$ cat config.mk
export PLATFORM = sky130hd
export DESIGN_NAME = booth_radix8_mult_stream
export DESIGN_NICKNAME = d
export VERILOG_FILES = /design/src/rtl/booth_radix8_mult_stream.sv
export SDC_FILE = /design/constraint.sdc
export NUM_CORES = 1
export LEC_CHECK = 0
export CAP_MARGIN = 20
export CORE_MARGIN = 2
export CORE_UTILIZATION = 40
export CTS_CLUSTER_DIAMETER = 150
export DETAILED_ROUTE_END_ITERATION = 7
export PLACE_DENSITY = 0.54
export RECOVER_POWER = 50
export SYNTH_ARGS = -nofsm -noshare
export SYNTH_HDL_FRONTEND = slang
export SYNTH_SLANG_ARGS = --single-unit
$ cat constraint.sdc
create_clock -name clk -period 7.78 [get_ports clk]
set_input_delay 1.556 -clock clk [delete_from_list [all_inputs] [get_ports clk]]
set_output_delay 1.556 -clock clk [all_outputs]
set_load 0.005 [all_outputs]
$ cat src/rtl/booth_radix8_mult_stream.sv
// Iterative radix-8 Booth multiplier with a valid/ready stream interface and tag.
// One op in the engine plus one result in the output register; backpressure parks the engine in HOLD.
module booth_radix8_mult_stream #(
  parameter int unsigned WIDTH        = 16,
  parameter int unsigned PP_PER_CYCLE = 2,
  parameter int unsigned TAG_W        = 4
) (
  input  logic                 clk,
  input  logic                 rst_n,
  input  logic                 in_valid,
  output logic                 in_ready,
  input  logic [WIDTH-1:0]     in_a,
  input  logic [WIDTH-1:0]     in_b,
  input  logic [1:0]           in_sign_mode,
  input  logic [TAG_W-1:0]     in_tag,
  output logic                 out_valid,
  input  logic                 out_ready,
  output logic [2*WIDTH-1:0]   out_product,
  output logic [TAG_W-1:0]     out_tag,
  output logic                 busy
);

  localparam int unsigned NDIG   = (WIDTH + 3) / 3;
  localparam int unsigned ITERS  = (NDIG + PP_PER_CYCLE - 1) / PP_PER_CYCLE;
  localparam int unsigned PROD_W = 2 * WIDTH;
  localparam int unsigned ACC_W  = 2 * WIDTH + 3;
  localparam int unsigned STEP   = 3 * PP_PER_CYCLE;
  localparam int unsigned BSH_W  = STEP * ITERS + 1;
  localparam int unsigned BPAD   = BSH_W - 1 - WIDTH;
  localparam int unsigned APAD   = ACC_W - WIDTH - 1;
  localparam int unsigned CNT_W  = (ITERS > 1) ? $clog2(ITERS) : 1;

  typedef enum logic [1:0] {
    S_IDLE,
    S_PRE,
    S_RUN,
    S_HOLD
  } state_t;

  state_t              state;
  state_t              state_next;
  logic [WIDTH:0]      a_ext;
  logic [BSH_W-1:0]    b_sh;
  logic [TAG_W-1:0]    tag_q;
  logic [ACC_W-1:0]    a1_sh;
  logic [ACC_W-1:0]    a3_sh;
  logic [ACC_W-1:0]    acc;
  logic [ACC_W-1:0]    acc_next;
  logic [CNT_W-1:0]    cnt;
  logic [31:0]         digit_base;
  logic                last_iter;
  logic                slot_free;
  logic                accept;
  logic                load_run;
  logic                load_hold;
  logic                out_valid_next;
  logic [PROD_W-1:0]   load_data;

  // Signed partial product for one Booth window {b[3i+2], b[3i+1], b[3i], b[3i-1]}
  function automatic logic [ACC_W-1:0] booth_pp(input logic [3:0] t,
                                                input logic [ACC_W-1:0] m1,
                                                input logic [ACC_W-1:0] m3);
    logic [ACC_W-1:0] mag;
    mag = '0;
    case (t)
      4'b0001, 4'b0010, 4'b1101, 4'b1110: mag = m1;
      4'b0011, 4'b0100, 4'b1011, 4'b1100: mag = m1 << 1;
      4'b0101, 4'b0110, 4'b1001, 4'b1010: mag = m3;
      4'b0111, 4'b1000:                   mag = m1 << 2;
      default:                            mag = '0;
    endcase
    return t[3] ? (~mag + ACC_W'(1)) : mag;
  endfunction

  assign digit_base = 32'(cnt) * PP_PER_CYCLE;
  assign last_iter  = (cnt == CNT_W'(ITERS - 1));
  assign slot_free  = !out_valid || out_ready;

  // Accumulate this cycle's digits; digits past NDIG are masked off
  always_comb begin
    acc_next = acc;
    for (int unsigned k = 0; k < PP_PER_CYCLE; k++) begin
      if (digit_base + k < NDIG) begin
        acc_next = acc_next + (booth_pp(b_sh[3*k +: 4], a1_sh, a3_sh) << (3 * k));
      end
    end
  end

  always_ff @(posedge clk) begin
    if (!rst_n) begin
      state <= S_IDLE;
    end else begin
      state <= state_next;
    end
  end

  always_comb begin
    state_next = state;
    accept     = 1'b0;
    load_run   = 1'b0;
    load_hold  = 1'b0;
    case (state)
      S_IDLE: begin
        if (in_valid && in_ready) begin
          accept     = 1'b1;
          state_next = S_PRE;
        end
      end
      S_PRE: begin
        state_next = S_RUN;
      end
      S_RUN: begin
        if (last_iter) begin
          if (slot_free) begin
            load_run   = 1'b1;
            state_next = S_IDLE;
          end else begin
            state_next = S_HOLD;
          end
        end
      end
      S_HOLD: begin
        if (slot_free) begin
          load_hold  = 1'b1;
          state_next = S_IDLE;
        end
      end
      default: state_next = S_IDLE;
    endcase
  end

  always_comb begin
    load_data = load_run ? acc_next[PROD_W-1:0] : acc[PROD_W-1:0];
    if (load_run || load_hold) begin
      out_valid_next = 1'b1;
    end else if (out_ready) begin
      out_valid_next = 1'b0;
    end else begin
      out_valid_next = out_valid;
    end
  end

  // Operand capture, engine datapath and output register
  always_ff @(posedge clk) begin
    if (!rst_n) begin
      in_ready    <= 1'b0;
      busy        <= 1'b0;
      a_ext       <= '0;
      b_sh        <= '0;
      tag_q       <= '0;
      a1_sh       <= '0;
      a3_sh       <= '0;
      acc         <= '0;
      cnt         <= '0;
      out_valid   <= 1'b0;
      out_product <= '0;
      out_tag     <= '0;
    end else begin
      in_ready <= (state_next == S_IDLE);
      busy     <= (state_next != S_IDLE) || out_valid_next;

      if (accept) begin
        a_ext <= {in_sign_mode[1] & in_a[WIDTH-1], in_a};
        b_sh  <= {{BPAD{in_sign_mode[0] & in_b[WIDTH-1]}}, in_b, 1'b0};
        tag_q <= in_tag;
      end

      if (state == S_PRE) begin
        a1_sh <= {{APAD{a_ext[WIDTH]}}, a_ext};
        a3_sh <= {{APAD{a_ext[WIDTH]}}, a_ext} + ({{APAD{a_ext[WIDTH]}}, a_ext} << 1);
        acc   <= '0;
        cnt   <= '0;
      end

      if (state == S_RUN) begin
        acc   <= acc_next;
        a1_sh <= a1_sh << STEP;
        a3_sh <= a3_sh << STEP;
        b_sh  <= b_sh >> STEP;
        cnt   <= cnt + CNT_W'(1);
      end

      out_valid <= out_valid_next;
      if (load_run || load_hold) begin
        out_product <= load_data;
        out_tag     <= tag_q;
      end
    end
  end

endmodule

==> Word-level counts from Yosys, hierarchy flattened <==
Index checks and enable logic that the tools add are counted.
{ "word_totals": {"register_bits": 187, "inputBits": 42, "out_inout_bits": 39, "elab_cells": 113} }
{ "classes": {"addsub": 7, "order_cmp": 2, "eq_ne": 32, "muxes": 32, "bitwise_logic": 5, "reduce_logical": 19} }
{ "ops": {"columns": ["operator", "count"], "rows": [
  ["$mux W35", 10],
  ["$pmux W35 S4", 1],
  ["$pmux W32 S4", 1],
  ["$mux W32", 3],
  ["$add A35 B35 Y35", 2],
  ["$eq A4 B4 Y1 const B", 14],
  ["$add A35 B1 Y35 const B", 1],
  ["$not A35 Y35", 1],
  ["$add A32 B1 Y32 const B", 1],
  ["$eq A4 B3 Y1 const B", 8],
  ["$not A32 Y32", 1],
  ["$mux W13", 2],
  ["$reduce_or A4 Y1", 6],
  ["$add A17 B18 Y19", 1],
  ["$eq A4 B2 Y1 const B", 4],
  ["$mux W2", 6],
  ["$eq A4 B1 Y1 const B", 2],
  ["$mux W1", 8],
  ["$pmux W2 S4", 1],
  ["$eq A2 B2 Y1 const B", 3],
  ["$reduce_bool A2 Y1", 3],
  ["$reduce_or A2 Y1", 3],
  ["$add A3 B1 Y4 const B", 1],
  ["$logic_not A2 Y1", 2],
  ["9 further kinds", 12]
]} }

==> Logic depth before layout (Yosys ltp) <==
Gate-level depths: netlist of the first run.
{ "depth": {"depth_word": 12, "depth_mapped": 35, "mapped_depth_nobuf": 33} }

==> Least setup slack after synthesis of the first run <==
Ideal clock, no wire load.
{ "synth_path": {"path_type": "reg-to-reg", "startpoint": "register b_sh[3]", "endpoint": "register acc[31]", "setup_ns": 0.074, "arrival_ns": 7.009, "required_ns": 7.706, "setup_slack_ns": 0.697, "stages_incl_launch_ff": 33, "n_path_buf": 2, "synth_period_minus_slack_ns": 7.083, "cell_sequence": "dfxtp_1 buf_2 and4b_1 clkbuf_1 o21ai_0 nand4_1 nor4_2 nand4_1 or3_1 o31ai_1 xnor2_1 ha_1 and3_1 a31oi_1 o21ai_0 a21oi_1 nand2_1 and2_1 a221o_1 a31oi_1 xor2_1 o21ai_0 ha_1 a21o_1 a211o_1 or3_1 o32ai_1 o31ai_1 or2_2 a211oi_1 nor4_1 or4_1 a31oi_1"} }
{ "synth_via": {"elab_chain_len": 12, "elab_cells_between_ends": 51, "cone_classes": "4 x add/sub; 28 x eq/ne; 9 x mux; 2 x bitwise; 8 x reduce/logical"} }
{ "synth_lines": {"columns": ["element", "line_no", "rtl"], "rows": [
  ["start, declared", "43", "logic [BSH_W-1:0] b_sh;"],
  ["start signal, assigned", "164", "b_sh <= {{BPAD{in_sign_mode[0] & in_b[WIDTH-1]}}, in_b, 1'b0};"],
  ["start signal, assigned", "179", "b_sh <= b_sh >> STEP;"],
  ["$eq A4 B3 Y1, or another cell as far along", "65", "case (t)"],
  ["$reduce_or A4 Y1 / $reduce_or A2 Y1 (equally long branches)", "65", null],
  ["$pmux W35 S4", "65", null],
  ["$mux W35", "83", "if (digit_base + k < NDIG) begin"],
  ["$not A35 Y35", "72", "return t[3] ? (~mag + ACC_W'(1)) : mag;"],
  ["$add A35 B1 Y35", "72", null],
  ["$mux W35", "72", null],
  ["$add A35 B35 Y35", "84", "acc_next = acc_next + (booth_pp(b_sh[3*k +: 4], a1_sh, a3_sh) << (3 * k));"],
  ["$mux W35", "83", null],
  ["$add A35 B35 Y35", "84", null],
  ["$mux W35 *", "83", null],
  ["$mux W35 *", "175", "if (state == S_RUN) begin"],
  ["end signal, assigned", "176", "acc <= acc_next;"],
  ["end, declared", "47", "logic [ACC_W-1:0] acc;"]
]} }
Every way passes the cells marked *; elsewhere a longest branch is shown, timed or not. The select of a mux whose other input is x is not followed.
A chain may end at the register's enable or synchronous reset.

==> Worst setup path in the final report of the first run <==
{ "layout_path": {"startpoint": "register b_sh[0]", "endpoint": "register acc[31]"} }
{ "layout_via": {"elab_chain_len": 12, "elab_cells_between_ends": 28, "cone_classes": "3 x add/sub; 14 x eq/ne; 6 x mux; 1 x bitwise; 4 x reduce/logical"} }
{ "layout_lines": {"columns": ["element", "line_no"], "rows": [
  ["$eq A4 B3 Y1, or another cell as far along", "65"],
  ["$reduce_or A4 Y1 / $reduce_or A2 Y1 (equally long branches)", "65"],
  ["$pmux W35 S4 *", "65"],
  ["$mux W35 *", "83"],
  ["$not A35 Y35", "72"],
  ["$add A35 B1 Y35", "72"],
  ["$mux W35 *", "72"],
  ["$add A35 B35 Y35 *", "84"],
  ["$mux W35 *", "83"],
  ["$add A35 B35 Y35", "84"],
  ["$mux W35 *", "83"],
  ["$mux W35 *", "175"]
]} }
Marked as above.

==> results of run 1 <==
[path summary, 6_finish.rpt]
path,start,endpoint,slack (ps),cells past startpoint
min,out_tag[0],out_tag[0],450,2
max,b_sh[0],acc[31],320,32
max reg2reg,b_sh[0],acc[31],320,32
min reg2reg,out_tag[0],out_tag[0],450,2
[worst max-delay path: cells and delay by family, from the launching register on]
kind	cells	cell delay [ps]
buf+inv	2	470
compound gates	13	2620
xor+xnor	3	490
flops	1	400
simple gates	12	2870
fa+ha+maj	2	520
[cells by family after synthesis]
group | count (synthesis) | synth area share [%]
AOI/OAI and AO/OA | 663 | 29.6
and+or+nand+nor | 605 | 20.7
buffers and inverters | 182 | 5.09
DFF | 177 | 25.5
xor gates and xnor gates | 118 | 7.55
adders and majority gates | 87 | 8.00
muxes | 48 | 3.53
[cells in the final DEF, fill, tap and decap left out, types with 46 or more instances in the layout]
cell type / instances
o21ai_0: 184
nand2_1: 208
buf_4: 49
and3_1: 46
xnor2_1: 83
ha_1: 80
inv_1: 55
nand3_1: 80
a21oi_1: 195
nor2_1: 132
dfxtp_1: 173
[power by group]
group	switching, uW	leakage (uW)	internal, uW	total, uW
Combinational	734	0.00498	404	1140
Clock	458	0.000300	443	901
Sequential	134	0.00143	988	1120
[stage by stage]
stage	power (uW)	instances	setup TNS (ps)	hold slack [ps]	setup WS (ps)
2_1_floorplan	1890	1880	0	429	697
3_3_place_gp	2230	2333	0	441	213
3_5_place_dp	2240	2333	0	444	37.7
4_1_cts	3150	2365	0	455	8.40
5_1_grt	3350	2373	-90.9	473	-90.9
6_report	3160	2373	0	451	324
[layout make-up]
| class | count | area, um2 | area share [%] |
|---|---|---|---|
| clock inverters | 15 | 210 | 1.32 |
| inverters | 57 | 216 | 1.36 |
| multi-input cells | 1521 | 9780 | 61.4 |
| flip-flops and latches | 177 | 3550 | 22.3 |
| clock buffers | 17 | 425 | 2.67 |
| repair buffers | 131 | 1180 | 7.38 |
| well taps | 455 | 569 | 3.57 |
[repair_timing]
action                     in CTS  in global routing
gates resized for setup         0                 22
setup endpoints to repair       0                  5
setup buffers                   0                  8
[routing by layer]
| layer | global-route usage [%] | wire, um |
|---|---|---|
| met5 | 0 | 0 |
| met4 | 6.89 | 829 |
| met3 | 2.93 | 1640 |
| met2 | 39.5 | 20400 |
| met1 | 34.7 | 22000 |
[flip-flops by register name, summed over array words and instances, names as in the netlist, 2 cells and up]
name         cells
state            2
a1_sh           32
a_ext           17
acc             32
a3_sh           31
out_product     32
b_sh            18
out_tag          4
tag_q            4
cnt              2
==> summary.md, run 1 <==
| Metric | Value |
|---|---|
| Synth top area share | 25.5% |
| Net Count, Synth | 2009 |
| Row count | 68 |
| Drt total wl | 44.8 mm |
| Max-cap violations | 2 |
| Ys flop type | dfxtp_1 |
| CP Class | reg2reg |
| Diodes inserted | 0 |
| Asr flop ratio synth | 0% |
| Fin crit period | 7460 ps |
| Iteration-0 DRC Markers | 1209 |
| Total gr overflow | 0 |
| GR Util All Layers | 24.6% |
| Sequential share of the synthesized area | 25.5% |
| Worst path max stage delay | 400 ps |
| Clock Latency Late Sink | 470 ps |
| Final slew viol count | 115 |
| Slew @ Worst Pin | 3200 ps |
| Slowest cell on the critical path | dfxtp_4 |
| Final Instance Area | 0.0159 mm2 |
| CTS Buffer Depth | 2 |
| Most common cell in the netlist | nand2_1 |
| CTS root buf | clkbuf_16 |
| Area leader, netlist | dfxtp_1 |
| Element type at the critical path end | flip-flop |
| Core box area | 0.0344 mm2 |
| Synth cell types | 74 |
| Area growth syn-to-layout | 14.7% |
| Post-DP HPWL | 33.3 mm |
| Status | finished with violations |
| CP Launch Type | flip-flop |
| Setup Skew | 18.3 ps |
| CTS tree | built |
| Final Core Density | 46.3% |
| Top cell by count, worst path | a31oi_1 |
| Most instantiated cells after synthesis | 208 x nand2_1, 196 x a21oi_1, 184 x o21ai_0 |
| First-pass GRT wire length | 70.9 mm |
| Req. time, crit path | 8160 ps |
| Share of cells above drive strength 1 | 6.83% |
| Mean routed wirelength per cell | 18.9 um |
| CTS Sinks | 177 |
| Post-synth EDFFs | 0 |
| Die height | 190 um |
| Final hold viol count | 0 |
| DP Area | 0.0151 mm2 |
| Maximum fanout along the worst path | 27 |
| Largest net degree at the start of global routing | 89 |
| Most area-consuming cells after synthesis | dfxtp_1 26%, ha_1 7.6%, a21oi_1 7.1% |
| Drt drc | 0 |
| Via count | 13904 |
| DR pass1 iterations | 6 |
| Die area | 0.0362 mm2 |
| Worst IR Drop VDD | 0.172 mV |
| Final setup viols | 0 |
| Failing checks | capacitance limit, slew limit |
| H-tree levels | 4 |
| Critical Path AT | 7840 ps |
| Clk slew on worst S/H paths | 80 ps |
| Vias per cell | 5.86 |
| Rel. slew slack | -113% |
| Num CTS Buffers | 17 |
| Leakage | 0.00672 uW |
| Initial Utilization | 40.4% |
| Layout Nets | 2034 |
| Max Clk Rate | 0.134 GHz |
| Number of fill cells in the layout | 3471 |
| Power Dens Cells | 198 mW/mm2 |
| Die X | 190 um |
| Cell count after synthesis | 1880 |
| Syn Std Cell Area | 0.0139 mm2 |
| Antenna violations before repair | 0 |
| Number of global-route vias before repair | 12706 |
| # port buffers | 80 |
| IO Pins | 81 |
| Fin crit share | 95.8% |
| Syn Area/Cell | 7.39 um2 |
| RSZ-0062 raised after global routing | yes |
| FF+latch count, synth | 177 |
| HP Class | reg2reg |
| Antenna Nets Post-Route | 0 |
| Placer Congestion | 0.945 |
| Ys Warns | 0 |
| Cts hold-fix bufs | 0 |
No activity file was read; power rests on OpenSTA's default activity.
==> run 2: changes to the inputs <==
--- a/config.mk
+++ b/config.mk
@@ -6,12 +6,14 @@
 export NUM_CORES = 1
 export LEC_CHECK = 0
 export CAP_MARGIN = 20
-export CORE_MARGIN = 2
+export CORE_MARGIN = 4
 export CORE_UTILIZATION = 40
 export CTS_CLUSTER_DIAMETER = 150
 export DETAILED_ROUTE_END_ITERATION = 7
+export MAX_ROUTING_LAYER = met4
 export PLACE_DENSITY = 0.54
 export RECOVER_POWER = 50
+export SETUP_SLACK_MARGIN = 0.02
 export SYNTH_ARGS = -nofsm -noshare
 export SYNTH_HDL_FRONTEND = slang
 export SYNTH_SLANG_ARGS = --single-unit
==> run 2 against run 1 <==
The flow still finishes with violations (capacitance limit, slew limit). Power fell by 1.2%. Non-clock buffer count rose by 9. Cell count rose by 0.13%. Setup slack improved by 73 ps. Combinational power barely moved. Sequential share of layout area barely moved. Clock-buffer cell count rose by 1. Worst hold slack got worse by 0.98 ps.
==> summary.md, run 2 (synthesized netlist as in run 1, its figures left out) <==
| Metric | Value |
|---|---|
| Status | finished with violations |
| Failing checks | capacitance limit, slew limit |
| Crit path to | acc[31] |
| Largest net degree at the start of global routing | 89 |
| Critical Path AT | 7770 ps |
| CP Class | reg2reg |
| Register-to-Register Path Depth | 31 |
| First-pass GRT wire length | 73.7 mm |
| M2 GR Usage | 39.0% |
| Die height | 194 um |
| Slew @ Worst Pin | 3270 ps |
| Sw Pwr | 1300 uW |
| GR Layer Usage met1 | 33.6% |
| Antenna Nets Post-Route | 0 |
| Element type at the critical path end | flip-flop |
| Final setup viols | 0 |
| R2R Setup Slk | 400 ps |
| Clock share of power | 26.8% |
| Slowest cell on the critical path | or4_1 |
| Leakage | 0.00671 uW |
| DR pass1 iterations | 5 |
| # port buffers | 80 |
| R2R Path End | acc[31] |
| Final Instance Area | 0.0159 mm2 |
| H-tree levels | 4 |
| Number of global-route vias before repair | 12996 |
| Placer Congestion | 0.983 |
| Worst IR Drop VDD | 0.198 mV |
| Mean routed wirelength per cell | 19.6 um |
| Combinational Power Share | 37.2% |
| Hold Crit Depth | 2 |
| Internal Pwr Total | 1820 uW |
| Req. time, crit path | 8170 ps |
| Total gr overflow | 0 |
| Rel. slew slack | -118% |
| Max-cap violations | 4 |
| Register area | 0.00356 mm2 |
| Fin crit share | 94.9% |
| Grt met3 use | 2.72% |
| Initial Utilization | 41.0% |
| Biggest regs | a1_sh: 32 flops, acc: 32 flops, out_product: 32 flops |
| Drt drc | 0 |
| Die X | 194 um |
| Commonest cells after routing, fill and taps aside | 208 x nand2_1, 195 x a21oi_1, 182 x o21ai_0, 173 x dfxtp_1, 131 x nor2_1 |
| Via count | 13891 |
| Max Clk Rate | 0.135 GHz |
| Number of fill cells in the layout | 3423 |
| CTS Buffer Depth | 2 |
| CTS tree | built |
| Power Dens Cells | 196 mW/mm2 |
| Final hold viol count | 0 |
| CTS Sinks | 177 |
| Die area | 0.0378 mm2 |
| Row count | 67 |
| Clock Latency Late Sink | 460 ps |
| Post-DP HPWL | 34.6 mm |
| Final slew viol count | 198 |
| Core box area | 0.0339 mm2 |
| Layout Nets | 2043 |
| Iteration-0 DRC Markers | 957 |
| Top cell by count, worst path | o21ai_0 |
| Power share of the sequential group | 35.9% |
| Maximum fanout along the worst path | 8 |
| Vias per cell | 5.85 |
| Num CTS Buffers | 17 |
| Fin crit period | 7380 ps |
| Share of cells above drive strength 1 | 7.58% |
| Multi-input gate area | 0.00981 mm2 |
| DP Area | 0.0152 mm2 |
| CP Launch Type | flip-flop |
| IO Pins | 81 |
| Sw frac | 41.7% |
| Setup Skew | 14.8 ps |
| GR Util All Layers | 24.5% |
| Area growth syn-to-layout | 14.8% |
| Most common cell after layout, fill and taps aside | nand2_1 |
| Worst setup path start | b_sh[0] |
| GRT busiest layer | met2 |
| Clk slew on worst S/H paths | 80 ps |
| Critical R2R Launch | b_sh[0] |
| Fin Hold WS | 450 ps |
| CTS root buf | clkbuf_16 |
| Worst path max stage delay | 410 ps |
| Drt total wl | 46.5 mm |
| Antenna violations before repair | 0 |
| HP Class | reg2reg |
run 2: changes by cell type in the layout (fill, tap and decap cells not counted), moves of 3 or more:
cell	delta
buf_4	+7
inv_6	+3
nor4_2	+3
clkinv_8	-7
run 2: metal layers:
metal | share of wire [%] | wire length (um) | up-vias
li1 | - | - | 6933
met5 | 0 | 0 | -
met1 | 48 | 22500 | 6615
met4 | 1.9 | 862 | 0
met2 | 46 | 21600 | 288
met3 | 3.3 | 1530 | 55
run 2: final cells by class:
type                       count  area share, %
timing repair buffer         140           7.76
tap                          448           3.52
clock inverter                14          0.793
multi-input combinational   1521           61.5
antenna                        1         0.0157
inverter                      57           1.35
clock buffer                  18           2.69
sequential                   177           22.3
run 2: worst min path at each step:
stage / from / end / slack [ps]
2_1_floorplan: b_sh[17] / b_sh[17] / 430
4_1_cts: b_sh[17] / b_sh[17] / 450
5_1_grt: out_tag[3] / out_tag[3] / 480
6_report: b_sh[17] / b_sh[17] / 450
3_3_place_gp: b_sh[17] / b_sh[17] / 440
3_5_place_dp: b_sh[17] / b_sh[17] / 440
run 2: critical path: cells and delay by family, from the launching register on:
kind	cells	cell delay, ps
compound gates	16	3310
simple gates	8	2130
fa+ha+maj	3	880
flops	1	400
xor+xnor	2	380
buf+inv	2	230
run 2: power by group through the flow:
stage          logic [uW]  registers, uW  clock network (uW)
2_1_floorplan         816           1070                   0
3_3_place_gp         1110           1140                   0
3_5_place_dp         1120           1140                   0
4_1_cts              1130           1120                 854
5_1_grt              1280           1130                 893
6_report             1160           1120                 839
run 2: metrics by stage:
stage | TNS (ps) | setup WS (ps) | power (uW) | utilization [%] | instances
after floorplan | 0 | 697 | 1890 | - | 1880
after global placement | 0 | 309 | 2250 | 44.8 | 2331
after detailed placement | 0 | 32.8 | 2270 | 44.8 | 2331
after CTS | 0 | 29.9 | 3100 | 46.4 | 2363
after global routing | -82.5 | -82.5 | 3310 | 47.1 | 2375
final | 0 | 397 | 3120 | 47.1 | 2376
run 2: repair_timing:
item	CTS	global route
pin swaps	0	15
resized for setup	1	32
setup buffers	0	12
endpoints found under the setup margin	1	3
hold buffers	0	0
==> run 3: changes to the inputs <==
--- a/config.mk
+++ b/config.mk
@@ -7,11 +7,11 @@
 export LEC_CHECK = 0
 export CAP_MARGIN = 20
 export CORE_MARGIN = 4
-export CORE_UTILIZATION = 40
+export CORE_UTILIZATION = 42
 export CTS_CLUSTER_DIAMETER = 150
 export DETAILED_ROUTE_END_ITERATION = 7
 export MAX_ROUTING_LAYER = met4
-export PLACE_DENSITY = 0.54
+export PLACE_DENSITY = 0.57
 export RECOVER_POWER = 50
 export SETUP_SLACK_MARGIN = 0.02
 export SYNTH_ARGS = -nofsm -noshare
==> run 3 against run 2 <==
The flow still finishes with violations (capacitance limit, slew limit). Largest power group unchanged. Critical endpoint unchanged. Sequential cell count stayed put. Critical path depth stayed put. Power shrank 0.55%. Fmax decreased by 0.71%. Clock power fell by 0.7%. Setup slack got worse by 53 ps.
==> summary.md, run 3 (synthesized netlist as in run 1, its figures left out) <==
| Metric | Value |
|---|---|
| Status | finished with violations |
| Failing checks | capacitance limit, slew limit |
| Slew @ Worst Pin | 4060 ps |
| Fin crit period | 7440 ps |
| Fin crit share | 95.6% |
| Post-DP HPWL | 34.5 mm |
| DR pass1 iterations | 6 |
| Diodes inserted | 0 |
| Final setup viols | 0 |
| CTS root buf | clkbuf_16 |
| Total gr overflow | 0 |
| Number of global-route vias before repair | 12947 |
| Most common cell after layout, fill and taps aside | nand2_1 |
| Setup Skew | 13.2 ps |
| Die height | 190 um |
| Total chip power | 3110 uW |
| First-pass GRT wire length | 72.6 mm |
| Area growth syn-to-layout | 14.5% |
| Max-cap violations | 2 |
| Clk slew on worst S/H paths | 80 ps |
| Largest net degree at the start of global routing | 88 |
| Antenna Nets Post-Route | 0 |
| CP Class | reg2reg |
| IO Pins | 81 |
| Drt total wl | 46.3 mm |
| Die area | 0.0360 mm2 |
| Final slew viol count | 116 |
| Core box area | 0.0325 mm2 |
| Layout Nets | 2036 |
| CTS tree | built |
| Share of cells above drive strength 1 | 7.34% |
| Vias per cell | 5.95 |
| Worst IR Drop VDD | 0.179 mV |
| Leakage | 0.00670 uW |
| CP Launch Type | flip-flop |
| Worst path max stage delay | 440 ps |
| GR Util All Layers | 25.8% |
| Critical Path AT | 7810 ps |
| CTS Sinks | 177 |
| Setup TNS | 0 ps |
| Clock Latency Late Sink | 460 ps |
| Num CTS Buffers | 17 |
| DP Cell Count | 2327 |
| Initial Utilization | 42.7% |
| Drt drc | 0 |
| Maximum fanout along the worst path | 17 |
| H-tree levels | 4 |
| Antenna violations before repair | 0 |
| Cts hold-fix bufs | 0 |
| Rel. slew slack | -171% |
| Slowest cell on the critical path | or3_4 |
| Worst slack, placed | -32.4 ps |
| # port buffers | 80 |
| Commonest cells after routing, fill and taps aside | 208 x nand2_1, 195 x a21oi_1, 181 x o21ai_0, 173 x dfxtp_1, 131 x nor2_1 |
| Final hold viol count | 0 |
| Via count | 14060 |
| HP Class | reg2reg |
| Max Clk Rate | 0.134 GHz |
| Iteration-0 DRC Markers | 1120 |
| CTS Buffer Depth | 2 |
| Fin Hold WS | 454 ps |
| Biggest regs | a1_sh: 32 flops, acc: 32 flops, out_product: 32 flops |
| Die X | 190 um |
| Placer Congestion | 1.02 |
| Element type at the critical path end | flip-flop |
| Row count | 66 |
| Power Dens Cells | 195 mW/mm2 |
| Number of fill cells in the layout | 3308 |
| Non-Filler Instances | 2362 |
| Req. time, crit path | 8150 ps |
| Mean routed wirelength per cell | 19.6 um |
| Setup WS post-layout | 345 ps |
run 3: worst paths after layout:
kind / end / start / slack, ps / depth (start not counted)
setup / recovery: acc[31] / b_sh[2] / 340 / 31
hold / removal: out_tag[1] / out_tag[1] / 450 / 2
setup reg to reg: acc[31] / b_sh[2] / 340 / 31
hold reg to reg: out_tag[1] / out_tag[1] / 450 / 2
run 3: stage by stage:
stage | instance area (um2) | util, %
final | 15900 | 48.9
after global routing | 15900 | 48.9
after CTS | 15700 | 48.4
after detailed placement | 15200 | 46.6
after global placement | 15200 | 46.6
after floorplan | 13900 | -
run 3: timing repair:
action,in CTS,in global routing
setup buffers,0,2
gates resized for setup,2,33
endpoints found under the setup margin,2,5
pin swaps,0,10
hold endpoints to repair,0,0
run 3: layout make-up:
type                            count  area, um2  share of cell area, %
Clock inverter                     13        101                  0.637
Multi-Input combinational cell   1521       9820                   61.8
Sequential cell                   177       3560                   22.4
Clock buffer                       19        453                   2.85
Timing Repair Buffer              133       1200                   7.54
Tap cell                          442        553                   3.48
Inverter                           57        216                   1.36
run 3: power by group:
| part | switching, uW | leakage (uW) | internal, uW |
|---|---|---|---|
| sequential | 139 | 0.00143 | 989 |
| combinational | 742 | 0.00499 | 405 |
| clock | 402 | 0.000274 | 431 |
run 3: metal layers:
layer / wire length [um] / vias up / track usage (%) / share of wire (%)
li1: - / 6929 / - / -
met1: 21700 / 6721 / 34.5 / 47
met2: 21700 / 353 / 41.5 / 47
met3: 1890 / 57 / 3.30 / 4.1
met4: 1020 / 0 / 7.10 / 2.2
met5: 0 / - / - / 0
run 3: worst max-delay path, delay by kind of cell (launching register included):
kind / cells / cell delay [ps]
simple gates: 12 / 3130
compound gates: 14 / 2770
fa+ha+maj: 2 / 480
flops: 1 / 420
xor+xnor: 2 / 320
buf+inv: 1 / 210
==> variant 1, RTL diff (settings of run 3) <==
`PP_PER_CYCLE`: 2 -> 1.
--- a/src/rtl/booth_radix8_mult_stream.sv
+++ b/src/rtl/booth_radix8_mult_stream.sv
@@ -2,7 +2,7 @@
 // One op in the engine plus one result in the output register; backpressure parks the engine in HOLD.
 module booth_radix8_mult_stream #(
   parameter int unsigned WIDTH        = 16,
-  parameter int unsigned PP_PER_CYCLE = 2,
+  parameter int unsigned PP_PER_CYCLE = 1,
   parameter int unsigned TAG_W        = 4
 ) (
   input  logic                 clk,
Check against the original RTL: not equivalent (Yosys sat finds a counterexample within 10 cycles, from zero or initial values and one cycle with rst_n low).
==> variant 1 against run 3 <==
The run still ends with max-capacitance violations, max-slew violations left. Via count fell by 26%. Design area fell by 20%. Routed wire length fell by 35%. Power up 9.8%. Area after synthesis is 20% lower. Sequential cell count is 1 higher. Setup slack improved by 0.88 ns. Die area decreased by 19%. Critical path depth shrank 26. Largest cell class unchanged.
==> variant 1: results (changes against run 3) <==
outcome:
  status: "complete, but fails checks"
  violations: "max-capacitance violations, max-slew violations"
place:
  dp_cells: 1791  # -23%
  hpwl_microns: 21300  # -38%
sta:
  finalClockSkew_ns: 0.0219  # +0.00871 ns
  tightest_slew_ns: 2.05  # -2.02 ns
  drv_slew: 84  # -28%
power:
  share_seq_of_total_power_pct: 35.7  # -0.6 points
  ir_drop_v: 0.000171  # -4.8%
  p_int_w: 0.00200  # +9.5%
  clockPowerShare_pct: 26.6  # -0.2 points
routing:
  wl_met2_microns: 13800  # -37%
  via_per_inst: 5.69  # -4.4%
  wl_met1_microns: 14900  # -31%
  drtPass1Iterations: 5  # -1
  wl_met3_microns: 1150  # -39%
  drtIter0Drc: 672  # -40%
critical_path:
  critPathLaunch: "rst_n"
  rr_endpoint: "out_product[31]$_SDFFE_PN0P_"
  r2r-start: "b_sh[3]$_SDFFE_PN0P_"
  arrival_ns: 6.90  # -0.91 ns
  worstSetupEndpoint: "a1_sh[12]$_SDFFE_PN0P_"
  reg2reg_slack_ns: 1.80  # +1.46 ns
  critPathMaxFanout: 93  # +76
  critPathMaxStageDelay_ns: 2.08  # +1.64 ns
global_route:
  grt_pass1_vias: 9428  # -27%
  grt_max_degree: 100  # +14%
  grtUsageTotal_pct: 21.0  # -4.8 points
  grt_pass1_wl_microns: 49100  # -32%
layout:
  final_cells: 1824  # -23%
  drive_gt1_share_pct: 4.70  # -2.6 points
run:
  cap_viol_max_count: 2  # unchanged
yosys:
  synth-seq-area-share_pct: 32.0  # +6.5 points
  synth_nets: 1558  # -22%
  synth_common_cells: "201 x nand2_1, 178 x dfxtp_1, 153 x a21oi_1"
  synth_area_leaders: "dfxtp_1 32%, a21oi_1 6.9%, nand2_1 6.8%"
min_path:
  hold_end: "b_sh[17]$_SDFFE_PP0P_"
## variant 1: cell types whose count changed in the layout (fill, tap and decap cells not counted), moves of 17 or more
cell,run 3,this run
ha_1,80,56
nand4_1,30,3
a21o_1,41,12
a22oi_1,29,6
xnor2_1,83,41
o21a_1,21,4
o221ai_1,5,24
nand3_1,80,37
a21oi_1,195,153
buf_4,50,19
and3_1,46,11
o21ai_0,181,133
nor2_1,131,112
## variant 1: area by class of cell
class / count / area, sq um
flip-flops and latches: 178 / 3560
clock buffers: 17 / 425
clock inverters: 15 / 183
repair buffers: 100 / 947
well taps: 335 / 419
fillers: 2647 / 13400
multi-input cells: 1122 / 6940
inverters: 57 / 215
## variant 1: metal layers
layer | GRT usage [%] | vias up
li1 | - | 5269
met1 | 29.2 | 4896
met2 | 33.1 | 191
met3 | 2.87 | 20
met4 | 3.96 | 0
met5 | - | -
## variant 1: cells by family after synthesis
| logic type | share of synthesized area [%] |
|---|---|
| fa+ha+maj | 6.77 |
| xor+xnor | 5.50 |
| flops | 32.0 |
| buf+inv | 5.71 |
| mux | 3.82 |
| compound gates | 27.5 |
| simple gates | 18.7 |
## variant 1: worst max-delay path: cells and delay by family
| kind | cells | cell delay [ns] |
|---|---|---|
| compound gates | 1 | 0.33 |
| buf+inv | 4 | 4.93 |
## variant 1: stage by stage
step | area [sq um] | utilization (%) | hold slack, ns | power [W] | setup WS (ns)
2_1_floorplan | 11100 | - | 0.429 | 0.00219 | 3.07
3_3_place_gp | 12100 | 46.4 | 0.441 | 0.00252 | 2.00
3_5_place_dp | 12100 | 46.4 | 0.443 | 0.00253 | 1.90
4_1_cts | 12700 | 48.8 | 0.456 | 0.00345 | 1.89
5_1_grt | 12700 | 48.7 | 0.480 | 0.00366 | 0.877
6_report | 12700 | 48.7 | 0.455 | 0.00341 | 1.22
==> variant 2, RTL diff (config.mk and constraints of run 3) <==
Without the edit above. Reset style: asynchronous (`rst_n`), changed in 2 clocked blocks.
--- a/src/rtl/booth_radix8_mult_stream.sv
+++ b/src/rtl/booth_radix8_mult_stream.sv
@@ -86,7 +86,7 @@
     end
   end
 
-  always_ff @(posedge clk) begin
+  always_ff @(posedge clk or negedge rst_n) begin
     if (!rst_n) begin
       state <= S_IDLE;
     end else begin
@@ -141,7 +141,7 @@
   end
 
   // Operand capture, engine datapath and output register
-  always_ff @(posedge clk) begin
+  always_ff @(posedge clk or negedge rst_n) begin
     if (!rst_n) begin
       in_ready    <= 1'b0;
       busy        <= 1'b0;
Function: differs if rst_n is asserted again (counterexample within 4 cycles, from zero or initial values and one cycle with rst_n low); with rst_n held inactive, the same outputs for 4 cycles.
==> variant 2 against run 3 <==
The flow still finishes with violations (max-capacitance violations, max-slew violations). Routed wire length down 2.9%. First-iteration DRC count down 2.5%. Global-route usage down 0.42 points. Setup slack better by 0.20 ns. Via count down 4.5%. Design area up 0.18%. Area after synthesis up 1.3%. Sequential cell count unchanged. Largest cell class unchanged.
Power is left out: the tool's default activity adds up to more than one toggle a clock period on the data nets, which glitch-free logic cannot reach.
==> variant 2: results (changes against run 3) <==
routing:
  wl_met1_microns: 21400  # -1.2%
  via_per_inst: 5.94  # -0.26%
  wl_met3_microns: 2270  # +20%
  drtPass1Iterations: 5  # -1
  wl_met2_microns: 20600  # -5.3%
  maxUsedRoutingLayer: "met4"
  drtIter0Drc: 1092  # -2.5%
  wl_per_cell_microns: 19.9  # +1.4%
run:
  cap_viol_max_count: 5  # +3
min_path:
  hold_path_depth: 2  # unchanged
  hp-class: "reg -> reg"
yosys:
  synth_area_leaders: "dfrtp_1 31%, ha_1 7.4%, o21ai_0 6.9%"
  synth-seq-area-share_pct: 31.5  # +6.0 points
  yosys_warnings: 0  # unchanged
  synth_common_cells: "216 x nand2_1, 193 x o21ai_0, 181 x a21oi_1"
  async_reset_ff_share_pct: 100  # +100 points
  synth.distinct_cells: 74  # unchanged
  synth_nets: 1915  # -4.7%
layout:
  drive_gt1_share_pct: 5.77  # -1.6 points
  num_antenna_cells: 0  # unchanged
  reg_top3: "a1_sh (32), acc (32), out_product (32)"
  nFillCells: 3214  # -2.8%
place:
  dp_slack_ns: 0.470  # +0.503 ns
  io_buffers: 80  # unchanged
  hpwl_microns: 32800  # -5.2%
  place.gp.congestion: 1.01  # -1.1%
global_route:
  grt_pass1_wl_microns: 71700  # -1.3%
  grt_max_degree: 106  # +20%
  grt_pass1_vias: 12600  # -3.1%
  grtUsageTotal_pct: 25.4  # -0.42 points
  antenna_found_initial: 0  # unchanged
critical_path:
  reg2reg_depth: 29  # -6.5%
  critPathMaxStageDelay_ns: 0.49  # +0.05 ns
  critPathMaxFanout: 11  # -6
  arrival_ns: 7.59  # -0.22 ns
  cpMaxStageDelayCell: "dfrtp_1"
sta:
  fin_setup_tns_ns: 0  # unchanged
  finalClockSkew_ns: 0.0154  # +0.00213 ns
  relSlewSlack_pct: -117  # +54 points
  drv_slew: 303  # +160%
  fin_ws_ns: 0.541  # +0.196 ns
clock_tree:
  numCtsBuffers: 17  # unchanged
  cts_max_level: 4  # unchanged
  clk_pin_slew_ns: 0.08  # about the same
  root_buffer: "clkbuf_16"
  clk_path_buf_depth: 2  # unchanged
  clk_latency_ns: 0.46  # about the same
outcome:
  status: "complete, but fails checks"
  violations: "max-capacitance violations, max-slew violations"
[variant 2: final cells by class]
class,instances,area share (%)
multi-input cells,1443,57.0
flip-flops and latches,177,27.8
repair buffers,115,6.65
well taps,442,3.47
clock buffers,22,2.98
inverters,55,1.30
clock inverters,8,0.801
[variant 2: kinds of logic after synthesis]
logic type | count (synthesis) | share of synthesized area (%)
AOI/OAI and AO/OA | 618 | 26.7
xor gates and xnor gates | 126 | 7.94
adders and majority gates | 86 | 7.81
buffers and inverters | 167 | 4.70
DFF | 177 | 31.5
muxes | 24 | 1.72
and+or+nand+nor | 589 | 19.7
[variant 2: repair_timing]
action,4_1_cts,5_1_grt
setup endpoints to repair,0,2
resized for setup,0,4
buffers inserted,0,0
hold buffers,0,0
[variant 2: metal layers]
layer / vias up / global-route usage [%]
met5: - / -
met4: 0 / 5.97
met3: 39 / 3.29
met2: 416 / 39.1
met1: 6428 / 35.9
li1: 6547 / -
[variant 2: critical path, delay by kind of cell, from the launching register on]
| kind | cells | cell delay, ns |
|---|---|---|
| compound gates | 11 | 2.78 |
| simple gates | 10 | 1.91 |
| xor+xnor | 4 | 0.97 |
| fa+ha+maj | 2 | 0.71 |
| flops | 1 | 0.49 |
| buf+inv | 2 | 0.26 |
[variant 2: final timing paths]
path	startpoint	to
max	b_sh[0]$_DFFE_PN0P_	acc[31]$_DFFE_PN0P_
min	out_tag[3]$_DFFE_PN0P_	out_tag[3]$_DFFE_PN0P_
max reg2reg	b_sh[0]$_DFFE_PN0P_	acc[31]$_DFFE_PN0P_
min reg2reg	out_tag[3]$_DFFE_PN0P_	out_tag[3]$_DFFE_PN0P_
max in group asynchronous	rst_n	acc[25]$_DFFE_PN0P_
min in group asynchronous	rst_n	out_tag[1]$_DFFE_PN0P_
[variant 2: stage by stage]
step           hold WS [ns]  instance area [sq um]  cells
2_1_floorplan         0.446                  14100   1787
5_1_grt               0.507                  15900   2262
6_report              0.475                  15900   2262
3_5_place_dp          0.460                  15300   2230
4_1_cts               0.475                  15900   2260
3_3_place_gp          0.448                  15300   2229
